`src/rtl/decypher.sv`:
```
// decypher: receive-side one-time-pad decryptor.
// Regenerates the keystream from a shared 8-bit seed using an 8-bit LFSR and
// XORs it with each accepted ciphertext word. The keystream runs continuously
// across words, so it stays in lockstep with the sender after a single load.
//
// Ports:
//   clk        in          rising-edge clock
//   reset      in          asynchronous active-low reset
//   seed       in  [7:0]   keystream seed, sampled on load
//   load       in          (re)start keystream from seed
//   in_valid   in          ciphertext word valid
//   in_ready   out         ciphertext accepted this cycle
//   ciphertext in  [MSG_W] encrypted word
//   out_valid  out         plaintext word valid
//   out_ready  in          consumer takes plaintext this cycle
//   plaintext  out [MSG_W] decrypted word
//   word_count out [15:0]  words delivered since last load (wraps)
module decypher #(
  parameter int unsigned MSG_W = 64
) (
  input  logic             clk,
  input  logic             reset,
  input  logic [7:0]       seed,
  input  logic             load,
  input  logic             in_valid,
  output logic             in_ready,
  input  logic [MSG_W-1:0] ciphertext,
  output logic             out_valid,
  input  logic             out_ready,
  output logic [MSG_W-1:0] plaintext,
  output logic [15:0]      word_count
);

  localparam int unsigned B  = MSG_W / 8;
  localparam int unsigned CW = (B > 1) ? $clog2(B) : 1;

  typedef enum logic [1:0] {IDLE, GEN, READY, OUT} state_t;

  state_t           r_state;
  state_t           w_next_state;
  logic [7:0]       r_lfsr;
  logic [MSG_W-1:0] r_pad;
  logic [CW-1:0]    r_gen_cnt;
  logic [MSG_W-1:0] r_plaintext;
  logic             r_out_valid;
  logic [15:0]      r_word_count;

  logic [7:0]       w_lfsr_next;
  logic [MSG_W-1:0] w_pad_shift;
  logic             w_gen_last;

  assign w_lfsr_next = {r_lfsr[6:0], r_lfsr[7] ^ r_lfsr[5] ^ r_lfsr[4] ^ r_lfsr[3]};
  assign w_gen_last  = (r_gen_cnt == CW'(B - 1));

  // Newest keystream byte enters at the LSB so the first step ends up in the MSB byte.
  generate
    if (MSG_W == 8) begin : g_pad_one
      assign w_pad_shift = w_lfsr_next;
    end else begin : g_pad_many
      assign w_pad_shift = {r_pad[MSG_W-9:0], w_lfsr_next};
    end
  endgenerate

  always_ff @(posedge clk or negedge reset) begin
    if (!reset) r_state <= IDLE;
    else        r_state <= w_next_state;
  end

  always_comb begin
    w_next_state = r_state;
    if (load) begin
      w_next_state = GEN;
    end else begin
      case (r_state)
        IDLE:    w_next_state = IDLE;
        GEN:     if (w_gen_last) w_next_state = READY;
        READY:   if (in_valid)   w_next_state = OUT;
        OUT:     if (out_ready)  w_next_state = GEN;
        default: w_next_state = IDLE;
      endcase
    end
  end

  // load takes priority over any handshake in progress and drops pending plaintext.
  always_ff @(posedge clk or negedge reset) begin
    if (!reset) begin
      r_lfsr       <= '0;
      r_pad        <= '0;
      r_gen_cnt    <= '0;
      r_plaintext  <= '0;
      r_out_valid  <= 1'b0;
      r_word_count <= '0;
    end else if (load) begin
      r_lfsr       <= (seed == 8'h00) ? 8'h01 : seed;
      r_pad        <= '0;
      r_gen_cnt    <= '0;
      r_out_valid  <= 1'b0;
      r_word_count <= '0;
    end else begin
      case (r_state)
        GEN: begin
          r_lfsr    <= w_lfsr_next;
          r_pad     <= w_pad_shift;
          r_gen_cnt <= w_gen_last ? '0 : r_gen_cnt + 1'b1;
        end
        READY: begin
          if (in_valid) begin
            r_plaintext <= ciphertext ^ r_pad;
            r_out_valid <= 1'b1;
          end
        end
        OUT: begin
          if (out_ready) begin
            r_out_valid  <= 1'b0;
            r_word_count <= r_word_count + 16'd1;
          end
        end
        default: ;
      endcase
    end
  end

  assign in_ready   = (r_state == READY) & ~load;
  assign out_valid  = r_out_valid;
  assign plaintext  = r_plaintext;
  assign word_count = r_word_count;

endmodule

```
`config.mk`:
```
export PLATFORM = sky130hd
export DESIGN_NAME = decypher
export DESIGN_NICKNAME = d
export VERILOG_FILES = /design/src/rtl/decypher.sv
export SDC_FILE = /design/constraint.sdc
export NUM_CORES = 1
export LEC_CHECK = 0
export CORE_ASPECT_RATIO = 1.4
export CORE_MARGIN = 5
export CORE_UTILIZATION = 50
export DETAILED_ROUTE_END_ITERATION = 10
export GPL_TIMING_DRIVEN = 1
export PLACE_DENSITY_LB_ADDON = 0.1
export SYNTH_ARGS = -nofsm -noshare
export SYNTH_HDL_FRONTEND = slang
export SYNTH_SLANG_ARGS = --single-unit
```
`constraint.sdc`:
```
create_clock -name clk -period 2.5 [get_ports clk]
set_input_delay 0.5 -clock clk [delete_from_list [all_inputs] [get_ports clk]]
set_output_delay 0.5 -clock clk [all_outputs]
set_load 0.02 [all_outputs]
```
# Word-level counts from Yosys, hierarchy flattened
# Cells that the tools add are included.
totals:
  regBits: 158
  out_inout_bits: 82
  word_cells: 52
  in_bits: 77
classes:
  addsub: 2
  mux: 20
  n_reduce_logical: 10
  n_bitwise: 6
  eq_ne: 7
op_table:
  columns: ["cell", "n"]
  rows:
  - ["2-to-1 mux 64 bit", 2]
  - ["bitwise XOR 64 bit", 1]
  - ["2-to-1 mux 16 bit", 3]
  - ["2-to-1 mux 8 bit", 3]
  - ["adder 16 x 1 -> 16 bit, second input constant", 1]
  - ["2-to-1 mux 3 bit", 3]
  - ["!= test 3 bit, second input constant", 3]
  - ["AND reduction 3 bit", 3]
  - ["zero test 8 bit", 1]
  - ["2-to-1 mux 2 bit", 4]
  - ["one-hot mux 2 bit (4 select lines)", 1]
  - ["nonzero test 2 bit", 3]
  - ["equality test 2 bit, second input constant", 2]
  - ["adder 3 x 1 -> 3 bit, second input constant", 1]
  - ["equality test 3 bit, second input constant", 1]
  - ["2-to-1 mux 1 bit", 3]
  - ["nonzero test 3 bit", 1]
  - ["bitwise XOR 1 bit", 3]
  - ["equality test 2 x 1 -> 1 bit, second input constant", 1]
  - ["zero test 2 bit", 1]
  - ["one-hot mux 1 bit (2 select lines)", 1]
  - ["AND reduction 2 bit", 1]
  - ["bitwise AND 1 bit", 1]
  - ["NOT 1 bit", 1]

# Logic depth before layout (Yosys ltp)
depth:
  depth_word: 5
  ltp_mapped: 9
  depth_no_buf: 6

# Least setup slack after synthesis
# Ideal clock, no wire load.
synth_timing:
  kind: "reg2reg"
  start: "register r_state[1]"
  end: "register r_word_count[15], in the netlist word_count[15]"
  path_stages_with_launch: 7
  setup_ps: 125
  synth_period_minus_slack_ps: 1932
  path_slack_ps: 568
  path_buffers: 1
  required_time_ps: 2375
  arrival_ps: 1808
  cell_sequence: "dfrtp_1 ha_1 a21oi_2 or3_1 clkbuf_2 nor4_1 mux2_2"
synth_via:
  elab_chain_cells: 3
synth_lines:
  columns: ["item", "line_no", "text"]
  rows:
  - ["from (decl)", "39", "state_t r_state;"]
  - ["from (signal assigned)", "66", "else r_state <= w_next_state;"]
  - ["equality test 2 bit", "100", "case (r_state)"]
  - ["nonzero test 2 bit (no line)", null, null]
  - ["AND reduction 2 bit (no line)", null, null]
  - ["to (signal assigned)", "115", "r_word_count <= r_word_count + 16'd1;"]
  - ["to (decl)", "46", "logic [15:0] r_word_count;"]
# Every way passes these cells.
# A chain may end at the register's enable or synchronous reset.

# Worst setup path in the final report
layout_timing:
  start: "register r_state[0]"
  end: "output port in_ready"
layout_via:
  elab_chain_cells: 2
layout_lines:
  columns: ["item", "line_no", "text"]
  rows:
  - ["equality test 2 bit", "123", "assign in_ready = (r_state == READY) & ~load;"]
  - ["bitwise AND 1 bit", "123", null]
  - ["to (decl)", "26", "output logic in_ready,"]
# Every way passes these cells.

==> impl_metrics.tcl <==
set metrics [dict create \
    yosys.area.top_type "dfrtp_1" \
    fin_crit_ns 2.27 \
    drive_above_1_share 0.0608 \
    start_util 0.504 \
    post_dp_cell_area_um2 8710 \
    synth_flop_cell "dfrtp_1" \
    grt_pass1_wl_um 25300 \
    cts_buffer_depth 2 \
    dp_hpwl_um 11100 \
    grt_usage 0.196 \
    fp.dieH_um 149 \
    wire_per_inst_um 15.6 \
    syn_area_um2 6920 \
    synth_most_common_cell "dfrtp_1" \
    pin_count 159 \
    die_width_um 109 \
    setup_viol_count_final 0 \
    synth_cells 642 \
    clk_pin_slew_ns 0.06 \
    ys_types 37 \
    area_delta_synth_final_pct 34.3 \
    cap_viol_max_count 0 \
    antennaDiodeCount 0 \
    num-fill-cells 1075 \
    fin_skew_ns 0.00876 \
    postCtsSetupBuffers 0 \
    fin_util 0.677 \
    critPathMaxStageDelay_ns 0.44 \
    slew_viol_final 0 \
    crit_end "in_ready" \
    ys_seq_area_frac 0.572 \
    drc 0 \
    crit_chain "inv_1 > ha_1 > nor2b_1 > dlygate4sd2_1" \
    crit_slowest_cell "dfrtp_1" \
    grt_start_max_net_pins 89 \
    pre_cts_slack_ns 0.220 \
    fin_ws_ns 0.229 \
    synth.top_cells.by_count "158 x dfrtp_1, 80 x nor2_1, 79 x nand2_1" \
    clock_latency_ns 0.41 \
    cts_resized 1 \
    rows 51 \
    crit_required_ns 2.00 \
    rrSetupSlack_ns 0.36 \
    fin_crit_sh 0.909 \
    cts_hold_buf 0 \
    synth_edf_count 0 \
    rr_startpoint "r_state[1]" \
    critPathLaunchType "flip-flop" \
    outcome "finished, final reports clean" \
    cts_buffers 17 \
    synth.top_cell.area_share 0.572 \
    synth-seq-cells 158 \
    routed_via_density 5.03 \
    syn_nets 725 \
    grt-ovfl-total 0 \
    setup.worst_path.class "reg -> out" \
    cts_htree_levels 4 \
    yosysWarnings 0 \
    critPathLaunch "r_state[0]" \
    ant_nets 0 \
    antenna_found_initial 0 \
    multiInputGateArea_um2 2820 \
    cts_tree "yes" \
    vias 4985 \
    fin_area_um2 9290 \
    clockRootBuffer "clkbuf_16" \
    p_leak_nw 4.28 \
    hold_class "in -> async" \
    core_area_um2 13700 \
    drtIter0Drc 179 \
    firstDrtPassIters 5 \
    port-buffer-count 158 \
    slew_headroom 0.564 \
    grt_pass1_vias 5072 \
    cp.arrival_ns 1.77 \
    routed_wl_um 15400 \
    setup_tns_ns 0 \
    dieArea_um2 16300 \
    seqCellArea_um2 3950 \
    ir_drop_uv 595 \
    r2r_cells 5 \
    crit_path_end_kind "primary output" \
    fin_cells 991 \
    r2r-end "word_count[15]" \
    final_nets 876 \
    dp.cells 959 \
    fmax_mhz 440 \
    avgSynthCellArea_um2 10.8 \
    clkSinkCount 158 \
    hold_viol 0 \
    synthArstFlopShare 1.00 \
    place.gp.congestion 0.803 \
    rsz0062_at_grt "false" \
    synthTopCellsByArea "dfrtp_1 57%, mux2i_1 11%, xnor2_1 8.6%" \
    worst_pin_slew_ns 0.654 \
    power_density_nw_per_um2 979 \
    path_max_fanout 4 \
]
==> layout make-up <==
| class | count | area share |
|---|---|---|
| clock buffer | 19 | 0.0477 |
| clock inverter | 13 | 0.0143 |
| inverter | 5 | 0.00202 |
| multi-input combinational | 443 | 0.303 |
| sequential | 158 | 0.426 |
| tap | 185 | 0.0249 |
| timing repair buffer | 168 | 0.182 |
==> where the power goes <==
part / total, mW / internal (mW) / leakage [nW] / switching (mW)
logic: 3.15 / 1.56 / 1.86 / 1.60
clock network: 2.49 / 1.42 / 0.269 / 1.07
registers: 3.46 / 3.07 / 2.14 / 0.383
total: 9.10 / 6.05 / 4.28 / 3.05
==> worst max-delay path, delay by kind of cell (launching register included) <==
kind	cells	cell delay [ns]
DFF	1	0.44
adders and majority gates	1	0.16
and+or+nand+nor	1	0.28
buffers and inverters	2	0.49
==> routing by layer <==
layer / GRT usage / part of all wire
met3: 0.0429 / 0.043
met1: 0.258 / 0.43
met5: 0 / 0
met4: 0.0561 / 0.010
met2: 0.327 / 0.52
==> cells by family (layout without fill, tap and decap cells) <==
family	after synthesis	count (layout)	share of synthesized area
simple gates	194	194	0.118
buf+inv	41	205	0.0242
flops	158	158	0.572
xor+xnor	76	76	0.0962
compound gates	93	93	0.0720
mux	74	74	0.107
fa+ha+maj	6	6	0.0109
==> through the flow <==
| stage | power [mW] | hold slack, ns |
|---|---|---|
| 2_1_floorplan | 5.41 | 0.204 |
| 3_3_place_gp | 6.59 | 0.462 |
| 3_5_place_dp | 6.68 | 0.471 |
| 4_1_cts | 9.18 | 0.0501 |
| 5_1_grt | 9.59 | 0.0740 |
| 6_report | 9.10 | 0.0361 |
==> flip-flops by register name, summed over array words and instances, names as in the netlist <==
signal	cells
word_count	16
r_gen_cnt	3
r_lfsr	8
r_state	2
r_pad	64
plaintext	64
out_valid	1
==> worst min-delay path by stage <==
stage	start	endpoint	slack (ns)	depth (start not counted)
3_3_place_gp	plaintext[55]	plaintext[55]	0.46	2
5_1_grt	reset	plaintext[50]	0.07	1
2_1_floorplan	reset	out_valid	0.20	0
4_1_cts	reset	r_pad[59]	0.05	1
3_5_place_dp	plaintext[47]	plaintext[47]	0.47	2
6_report	reset	plaintext[50]	0.04	1
==> cell usage in the layout (no fill, tap or decap), types with 5 or more instances in the layout <==
master	n
dfrtp_1	158
clkdlybuf4s50_1	155
nor2_1	80
nand2_1	78
o21ai_0	76
mux2i_1	73
xnor2_1	68
clkbuf_16	17
xor2_1	8
nand3_1	8
buf_4	8
a21oi_1	6
inv_1	5
ha_1	5
(Power assumes the default switching activity.)
